`src/rtl/gpio_pkg.sv`:
```
// ---------------------------------------------------------------------------
// gpio_pkg
// Shared definitions for the GPIO input sampler: default parameter values,
// pin-index width, the wait-FSM state encoding and the per-SM pin-view
// rotation helper.
// ---------------------------------------------------------------------------
package gpio_pkg;

  localparam int NUM_SM_DEF      = 4;   // state machines served
  localparam int SYNC_STAGES_DEF = 2;   // synchronizer depth, legal 2..3
  localparam int PIN_IDX_W       = 5;   // bits needed to name one of 32 pins
  localparam int NUM_PINS        = 32;

  typedef logic [PIN_IDX_W-1:0] pin_idx_t;

  typedef enum logic [1:0] {
    WAIT_IDLE  = 2'd0,
    WAIT_ARMED = 2'd1,
    WAIT_HOLD  = 2'd2
  } wait_state_e;

  // Bit i of the view is pin (i + base) mod 32; the 5-bit add wraps for free.
  function automatic logic [NUM_PINS-1:0] rotate_view(
    input logic [NUM_PINS-1:0] pins,
    input pin_idx_t            base
  );
    logic [NUM_PINS-1:0] view;
    view = '0;
    for (int i = 0; i < NUM_PINS; i++) begin
      view[i] = pins[pin_idx_t'(i) + base];
    end
    return view;
  endfunction

endpackage

```
`src/rtl/gpio_wait_unit.sv`:
```
// ---------------------------------------------------------------------------
// gpio_wait_unit
// One state machine's "wait for pin level" FSM.
//   clk, reset    : clock, synchronous active-high reset
//   pins_synced   : synchronized pin levels (32)
//   req           : wait request level, held high until the SM is done
//   wait_pin      : absolute pin index, captured on IDLE->ARMED
//   wait_pol      : required level, captured on IDLE->ARMED
//   done          : registered one-cycle completion pulse
// ---------------------------------------------------------------------------
module gpio_wait_unit
  import gpio_pkg::*;
(
  input  logic                clk,
  input  logic                reset,
  input  logic [NUM_PINS-1:0] pins_synced,
  input  logic                req,
  input  pin_idx_t            wait_pin,
  input  logic                wait_pol,
  output logic                done
);

  wait_state_e state_q, state_d;
  pin_idx_t    pin_q, pin_d;
  logic        pol_q, pol_d;
  logic        done_q, done_d;
  logic        match;

  // Compared against the captured selection only, so later changes on
  // wait_pin/wait_pol cannot disturb a wait in progress.
  assign match = (pins_synced[pin_q] == pol_q);

  always_comb begin
    // NOTE: every output of this block gets a default first so no path
    // leaves a value unassigned, which would infer a latch.
    state_d = state_q;
    pin_d   = pin_q;
    pol_d   = pol_q;
    done_d  = 1'b0;
    unique case (state_q)
      WAIT_IDLE: begin
        if (req) begin
          state_d = WAIT_ARMED;
          pin_d   = wait_pin;
          pol_d   = wait_pol;
        end
      end
      WAIT_ARMED: begin
        // A dropped request abandons the wait even if the pin matches now.
        if (!req) begin
          state_d = WAIT_IDLE;
        end else if (match) begin
          state_d = WAIT_HOLD;
          done_d  = 1'b1;
        end
      end
      WAIT_HOLD: begin
        // Stay here while req is held so only one done is produced.
        if (!req) state_d = WAIT_IDLE;
      end
      default: state_d = WAIT_IDLE;
    endcase
  end

  // NOTE: state registers use non-blocking assignments so every flop
  // samples its _d value from before this edge.
  always_ff @(posedge clk) begin
    if (reset) begin
      state_q <= WAIT_IDLE;
      pin_q   <= '0;
      pol_q   <= 1'b0;
      done_q  <= 1'b0;
    end else begin
      state_q <= state_d;
      pin_q   <= pin_d;
      pol_q   <= pol_d;
      done_q  <= done_d;
    end
  end

  assign done = done_q;

endmodule

```
`src/rtl/gpio_input_sampler.sv`:
```
// ---------------------------------------------------------------------------
// gpio_input_sampler
// Synchronizes 32 asynchronous pad inputs, offers per-SM rotated pin views,
// per-pin edge pulses and per-SM pin-level wait units.
//   clk, reset       : clock, synchronous active-high reset
//   in_gpioPins      : raw pad levels (32)
//   in_syncBypass    : per pin, 1 = single-flop path
//   in_smInBase      : packed 5-bit IN base per SM
//   in_smWaitReq     : per-SM wait request level
//   in_smWaitPin     : packed 5-bit wait pin per SM
//   in_smWaitPol     : per-SM required level
//   out_pinsSynced   : synchronized levels / CPU readback (32)
//   out_smPinsView   : packed 32-bit rotated view per SM
//   out_smWaitDone   : per-SM one-cycle done pulse
//   out_risingEdge   : per-pin rising-edge pulse (32)
//   out_fallingEdge  : per-pin falling-edge pulse (32)
// ---------------------------------------------------------------------------
module gpio_input_sampler
  import gpio_pkg::*;
#(
  parameter int NUM_SM      = NUM_SM_DEF,
  parameter int SYNC_STAGES = SYNC_STAGES_DEF   // 2..3
) (
  input  logic                           clk,
  input  logic                           reset,
  input  logic [NUM_PINS-1:0]            in_gpioPins,
  input  logic [NUM_PINS-1:0]            in_syncBypass,
  input  logic [PIN_IDX_W*NUM_SM-1:0]    in_smInBase,
  input  logic [NUM_SM-1:0]              in_smWaitReq,
  input  logic [PIN_IDX_W*NUM_SM-1:0]    in_smWaitPin,
  input  logic [NUM_SM-1:0]              in_smWaitPol,
  output logic [NUM_PINS-1:0]            out_pinsSynced,
  output logic [NUM_PINS*NUM_SM-1:0]     out_smPinsView,
  output logic [NUM_SM-1:0]              out_smWaitDone,
  output logic [NUM_PINS-1:0]            out_risingEdge,
  output logic [NUM_PINS-1:0]            out_fallingEdge
);

  localparam int                 PRIME_W    = 3;
  localparam logic [PRIME_W-1:0] PRIME_DONE = PRIME_W'(SYNC_STAGES + 1);

  logic [SYNC_STAGES-1:0][NUM_PINS-1:0] sync_q, sync_d;
  logic [NUM_PINS-1:0]                  pins_synced;
  logic [NUM_PINS-1:0]                  prev_q, prev_d;
  logic [PRIME_W-1:0]                   prime_q, prime_d;
  logic                                 primed;

  // Bypass only selects the tap; the chain keeps shifting, so switching
  // paths is immediate and needs no flush.
  assign pins_synced = (sync_q[0] & in_syncBypass)
                     | (sync_q[SYNC_STAGES-1] & ~in_syncBypass);

  // Edges are meaningless until the chain and prev register hold real
  // samples; this takes SYNC_STAGES+1 edges after reset release.
  assign primed = (prime_q == PRIME_DONE);

  always_comb begin
    sync_d[0] = in_gpioPins;
    for (int s = 1; s < SYNC_STAGES; s++) begin
      sync_d[s] = sync_q[s-1];
    end
    prev_d  = pins_synced;
    prime_d = primed ? prime_q : prime_q + 1'b1;
  end

  always_ff @(posedge clk) begin
    if (reset) begin
      // NOTE: the synchronizer array is reset on purpose: it feeds visible
      // outputs and must read 0 during reset, unlike a RAM-style storage array.
      sync_q  <= '0;
      prev_q  <= '0;
      prime_q <= '0;
    end else begin
      sync_q  <= sync_d;
      prev_q  <= prev_d;
      prime_q <= prime_d;
    end
  end

  assign out_pinsSynced  = pins_synced;
  assign out_risingEdge  = primed ? (pins_synced & ~prev_q) : '0;
  assign out_fallingEdge = primed ? (~pins_synced & prev_q) : '0;

  for (genvar n = 0; n < NUM_SM; n++) begin : g_sm
    assign out_smPinsView[NUM_PINS*n +: NUM_PINS] =
      rotate_view(pins_synced, in_smInBase[PIN_IDX_W*n +: PIN_IDX_W]);

    gpio_wait_unit u_wait (
      .clk         (clk),
      .reset       (reset),
      .pins_synced (pins_synced),
      .req         (in_smWaitReq[n]),
      .wait_pin    (in_smWaitPin[PIN_IDX_W*n +: PIN_IDX_W]),
      .wait_pol    (in_smWaitPol[n]),
      .done        (out_smWaitDone[n])
    );
  end

endmodule
```
`config.mk`:
```
export PLATFORM = sky130hd
export DESIGN_NAME = gpio_input_sampler
export DESIGN_NICKNAME = d
export VERILOG_FILES = /design/src/rtl/gpio_pkg.sv /design/src/rtl/gpio_wait_unit.sv /design/src/rtl/gpio_input_sampler.sv
export SDC_FILE = /design/constraint.sdc
export NUM_CORES = 1
export LEC_CHECK = 0
export CAP_MARGIN = 15
export CORE_ASPECT_RATIO = 0.7
export CORE_UTILIZATION = 30
export CTS_BUF_LIST = sky130_fd_sc_hd__clkbuf_8
export DETAILED_ROUTE_END_ITERATION = 8
export PLACE_DENSITY = 0.62
export SYNTH_ARGS = -nofsm -noshare
export SYNTH_HDL_FRONTEND = slang
export SYNTH_SLANG_ARGS = --single-unit
```
`constraint.sdc`:
```
create_clock -name clk -period 9.1 [get_ports clk]
set_input_delay 1.82 -clock clk [delete_from_list [all_inputs] [get_ports clk]]
set_output_delay 1.82 -clock clk [all_outputs]
set_load 0.02 [all_outputs]
```
# [After elaboration in Yosys (flattened, before gate mapping)]
# Index checks and enable logic that the tools add are counted.
[op_classes] add_sub_neg=125 n_lt_le_gt_ge=132 n_eq_ne=25 mux=290 bitwise_logic=16 n_reduce_logical=16
[ops] operator="$lt A5 B6 Y1 const B" n=132
[ops] operator="$bmux W1 S5" n=132
[ops] operator="$add A5 B5 Y5 const A" n=64
[ops] operator="$add A4 B5 Y5 const A" n=32
[ops] operator="$mux W1" n=136
[ops] operator="$and A32 B32 Y32" n=4
[ops] operator="$not A32 Y32" n=3
[ops] operator="$add A3 B5 Y5 const A" n=16
[ops] operator="$mux W32" n=2
[ops] operator="$add A2 B5 Y5 const A" n=8
[ops] operator="$mux W2" n=16
[ops] operator="$or A32 B32 Y32" n=1
[ops] operator="$pmux W2 S3" n=4
[ops] operator="$add A1 B5 Y5 const A" n=4
[ops] operator="$ne A2 B2 Y1 const B" n=8
[ops] operator="$ne A3 B2 Y1 const B" n=4
[ops] operator="$reduce_and A3 Y1" n=4
[ops] operator="$reduce_or A3 Y1" n=4
[ops] operator="$eq A2 B1 Y1 const B" n=4
[ops] operator="$eq A2 B2 Y1 const B" n=4
[ops] operator="$logic_not A2 Y1" n=4
[ops] operator="$not A1 Y1" n=8
[ops] operator="$reduce_and A2 Y1" n=4
[ops] operator="$eq A1 B1 Y1" n=4
[ops] operator="other kinds (2)" n=2
[totals] register_bits=135 word_cells=624

# [Depth between registers and ports, before layout]
[depth] ltp_word=9 ltp_mapped=9 mapped_depth_nobuf=7

# [Cells and area by module]
# From an unflattened synthesis, not the netlist that was laid out.
[unflattened] cells_unflattened=1924 hier_area_um2=16651.0
[by_module_without_submodules] mod="gpio_input_sampler" instances=1 cells_per_inst=1648 area_each_um2=13943.4 seq_area_each_um2=1981.9
[by_module_without_submodules] mod="gpio_wait_unit" instances=4 cells_per_inst=69 area_each_um2=676.9 seq_area_each_um2=180.2

# [Worst setup path after synthesis]
# No wires, ideal clock.
[synth_path] kind="input -> output" from="input in_smInBase[0]" to="output out_smPinsView[13]" t_arrival_ns=4.188 setup_slack_ns=3.092 path_stages=8 path_cell_list="inv_2 buf_6 ha_1 buf_1 clkbuf_1 mux4_2 mux4_2 mux2i_1"
[synth_via] elab_chain_len=3
[synth_lines] element="start: declaration" line_no="gpio_input_sampler.sv:28" rtl="input logic [PIN_IDX_W*NUM_SM-1:0] in_smInBase,"
[synth_lines] element="$add A4 B5 Y5" line_no="gpio_pkg.sv:30" rtl="view[i] = pins[pin_idx_t'(i) + base];"
[synth_lines] element="$bmux W1 S5" line_no="gpio_pkg.sv:30"
[synth_lines] element="$mux W1 (implied by the code)" line_no="gpio_pkg.sv:30"
[synth_lines] element="end: declaration" line_no="gpio_input_sampler.sv:33" rtl="output logic [NUM_PINS*NUM_SM-1:0] out_smPinsView,"
# Every way passes these cells. The select of a mux whose other input is x is not followed.

# [Worst setup path in the final report]
[layout_path] from="input in_smInBase[1]" to="output out_smPinsView[15]"
# Same word-level chain as after synthesis.

==> results.py <==
metrics = {
    "status": {
        "status": "complete, no violations",
    },
    "min_path": {
        "hold_path_class": "reg -> reg",
    },
    "logic_synthesis": {
        "syn_area_um2": 15300,
        "synth_top_area_share_pct": 31.9,
        "synth_fp_nets": 1598,
        "synth_ff_type": "dfxtp_1",
        "syn_inst": 1436,
        "yosysTopAreaCell": "mux4_2",
        "synth_area_leaders": "mux4_2 (32%), dfxtp_1 (18%), mux2i_1 (16%)",
        "syn_avg_cell_area_um2": 10.6,
        "yosys_warnings": 0,
        "ys_async_sr_fraction_pct": 0,
        "synth-edff-count": 0,
        "ys_types": 56,
        "ys_seq_area_share_pct": 17.7,
        "synth-seq-cells": 135,
    },
    "global_route": {
        "antenna_found_initial": 1,
        "grt_pass1_vias": 13400,
        "grt_usage_pct": 21.7,
        "grt_pass1_wl_mm": 85.4,
        "grt-ovfl-total": 0,
        "grt_max_degree": 69,
    },
    "cells_and_area": {
        "stdcell_count": 2370,
        "fin_nets": 1853,
        "post-route-util_pct": 40.1,
        "layout-drive-gt1-share_pct": 20.4,
        "final_cell_mix": "clkdlybuf4s50_1 (340), mux2i_1 (221), mux4_2 (216), dfxtp_1 (135), nor2_1 (101)",
        "area_delta_synth_final_pct": 30.8,
        "mostFrequentLayoutCell": "clkdlybuf4s50_1",
    },
    "clock_network": {
        "cts_buffer_depth": 2,
        "clock_sinks": 135,
        "htreeDepth": 4,
        "postCtsHoldBufs": 0,
        "postCtsSetupBuffers": 0,
        "post_cts_resized": 0,
        "cts_tree": "built",
        "clkLatencyLatePin_ns": 0.46,
        "cts-root-buf": "clkbuf_8",
        "clk_pin_slew_ns": 0.08,
        "cts_buffers": 17,
    },
    "sta": {
        "period_share_pct": 84.0,
        "min_period_ns": 7.65,
        "rsz0062_at_grt": "false",
        "max_slew_margin_pct": 22.1,
        "tightest_slew_ns": 1.14,
        "finalMaxSlewViolations": 0,
        "fmax_mhz": 131,
        "finalSetupTns_ns": 0,
        "hold_violations": 0,
        "finClkSkew_ns": 0.0195,
        "setup_viol_count_final": 0,
        "hold_ws_ns": 0.487,
    },
    "routing": {
        "top_layer_used": "met4",
        "wire_per_inst_um": 24.3,
        "drt_iter0_drc": 1346,
        "wl_met3_mm": 5.90,
        "antenna_left": 0,
        "num_vias": 13700,
        "detail_route.wirelength_mm": 57.7,
        "wl_met2_mm": 26.8,
        "met1_length_mm": 23.9,
        "dr.pass1.iters": 6,
        "drc": 0,
        "via_per_inst": 5.78,
    },
    "placed_design": {
        "port-buffer-count": 341,
        "dp_hpwl_mm": 40.6,
        "placed_cells": 2337,
        "place_congestion": 0.850,
    },
    "floorplan": {
        "die_w_um": 272,
        "start_util_pct": 30.7,
        "rows": 68,
        "core_area_um2": 49800,
        "die_h_um": 191,
        "pin_count": 342,
        "die_area_um2": 51800,
    },
    "critical_path": {
        "path_class": "in -> out",
        "crit_arrival_ns": 5.83,
        "crit_fanout": 16,
        "start_kind": "input port",
        "critPathRequiredTime_ns": 7.28,
        "endpoint_kind": "output pin",
    },
    "power_and_ir_drop": {
        "p_leak_nw": 7.39,
        "p_per_area_nw_per_um2": 127,
        "peakVddDrop_mv": 0.119,
    },
    "flow_run": {
        "max_cap_viol_count": 0,
    },
}
==> cells by family after synthesis <==
kind of cell,synth area share (%)
buffers and inverters,5.63
flip-flops,17.7
XOR/XNOR,5.73
AO/OA/AOI/OAI,5.34
adder cells (fa/ha/maj),3.93
multiplexers,49.1
AND/OR/NAND/NOR,12.5
==> synth_stat cells (all sizes together) (3+ instances only) <==
cell / count
a21boi: 4
a21oi: 44
a311oi: 3
and3: 35
buf: 53
clkbuf: 93
clkinv: 4
dfxtp: 135
ha: 48
inv: 52
mux2i: 253
mux4: 219
nand2: 58
nand2b: 8
nand3b: 3
nand4: 4
nor2: 101
nor2b: 77
nor3: 7
nor3b: 40
nor4: 3
nor4b: 4
o211ai: 11
o21a: 4
o21ai: 4
o22a: 8
o22ai: 22
o31ai: 7
or2: 4
or3b: 7
xnor2: 59
xor2: 41
==> sequential cells by signal (all words and copies together), names as in the netlist <==
register             cells
sync_d                  32
g_sm.u_wait.state_q      8
prev_q                  32
sync_q                  32
prime_q                  3
g_sm.u_wait.done         4
g_sm.u_wait.pol_q        4
g_sm.u_wait.pin_q       20
==> power by group <==
part | switching [mW] | total [mW] | internal, mW | leakage [nW]
registers | 0.0337 | 0.657 | 0.623 | 1.11
clock network | 0.283 | 0.516 | 0.233 | 0.206
logic | 0.714 | 1.37 | 0.654 | 6.07
==> final cells by class <==
class,instances,area [um^2]
antenna,1,2.50
clock buffer,17,234
clock inverter,15,181
fill,4767,29800
inverter,56,210
multi-input combinational,1099,12100
sequential,135,2700
tap,665,832
timing repair buffer,382,3720
==> worst max-delay path, stage by stage <==
cell and delay [ns]:
clkdlybuf4s50_1 0.93, inv_2 0.27, ha_1 0.83, mux4_2 0.64, mux4_2 0.49, mux2i_1 0.19, clkdlybuf4s50_1 0.63
==> stage by stage <==
stage	power, mW	instance area [um^2]	worst slack [ns]
after floorplan	1.51	15300	3.09
after CTS	2.55	20000	1.52
after global placement	2.01	19600	1.66
after global routing	2.66	20000	1.34
after detailed placement	2.03	19600	1.51
final	2.54	20000	1.45
==> per-layer routing <==
| metal | vias up | global-route usage [%] |
|---|---|---|
| li1 | 5928 | - |
| met1 | 6813 | 28.8 |
| met2 | 836 | 35.4 |
| met3 | 112 | 5.40 |
| met4 | 0 | 5.51 |
| met5 | - | 0 |
==> worst paths after layout <==
kind                                                             start                                endpoint  slack, ns  depth (start not counted)
worst min-delay path            g_sm[3].u_wait.state_q[0]$_SDFFE_PP0P_          g_sm[3].u_wait.done$_SDFF_PP0_       0.49                          2
worst min register to register  g_sm[3].u_wait.state_q[0]$_SDFFE_PP0P_          g_sm[3].u_wait.done$_SDFF_PP0_       0.49                          2
worst max-delay path                                    in_smInBase[1]                      out_smPinsView[15]       1.45                          7
worst max register to register                   sync_d[47]$_SDFF_PP0_  g_sm[2].u_wait.state_q[1]$_SDFFE_PP0P_       6.29                          8
(Power assumes the default switching activity.)
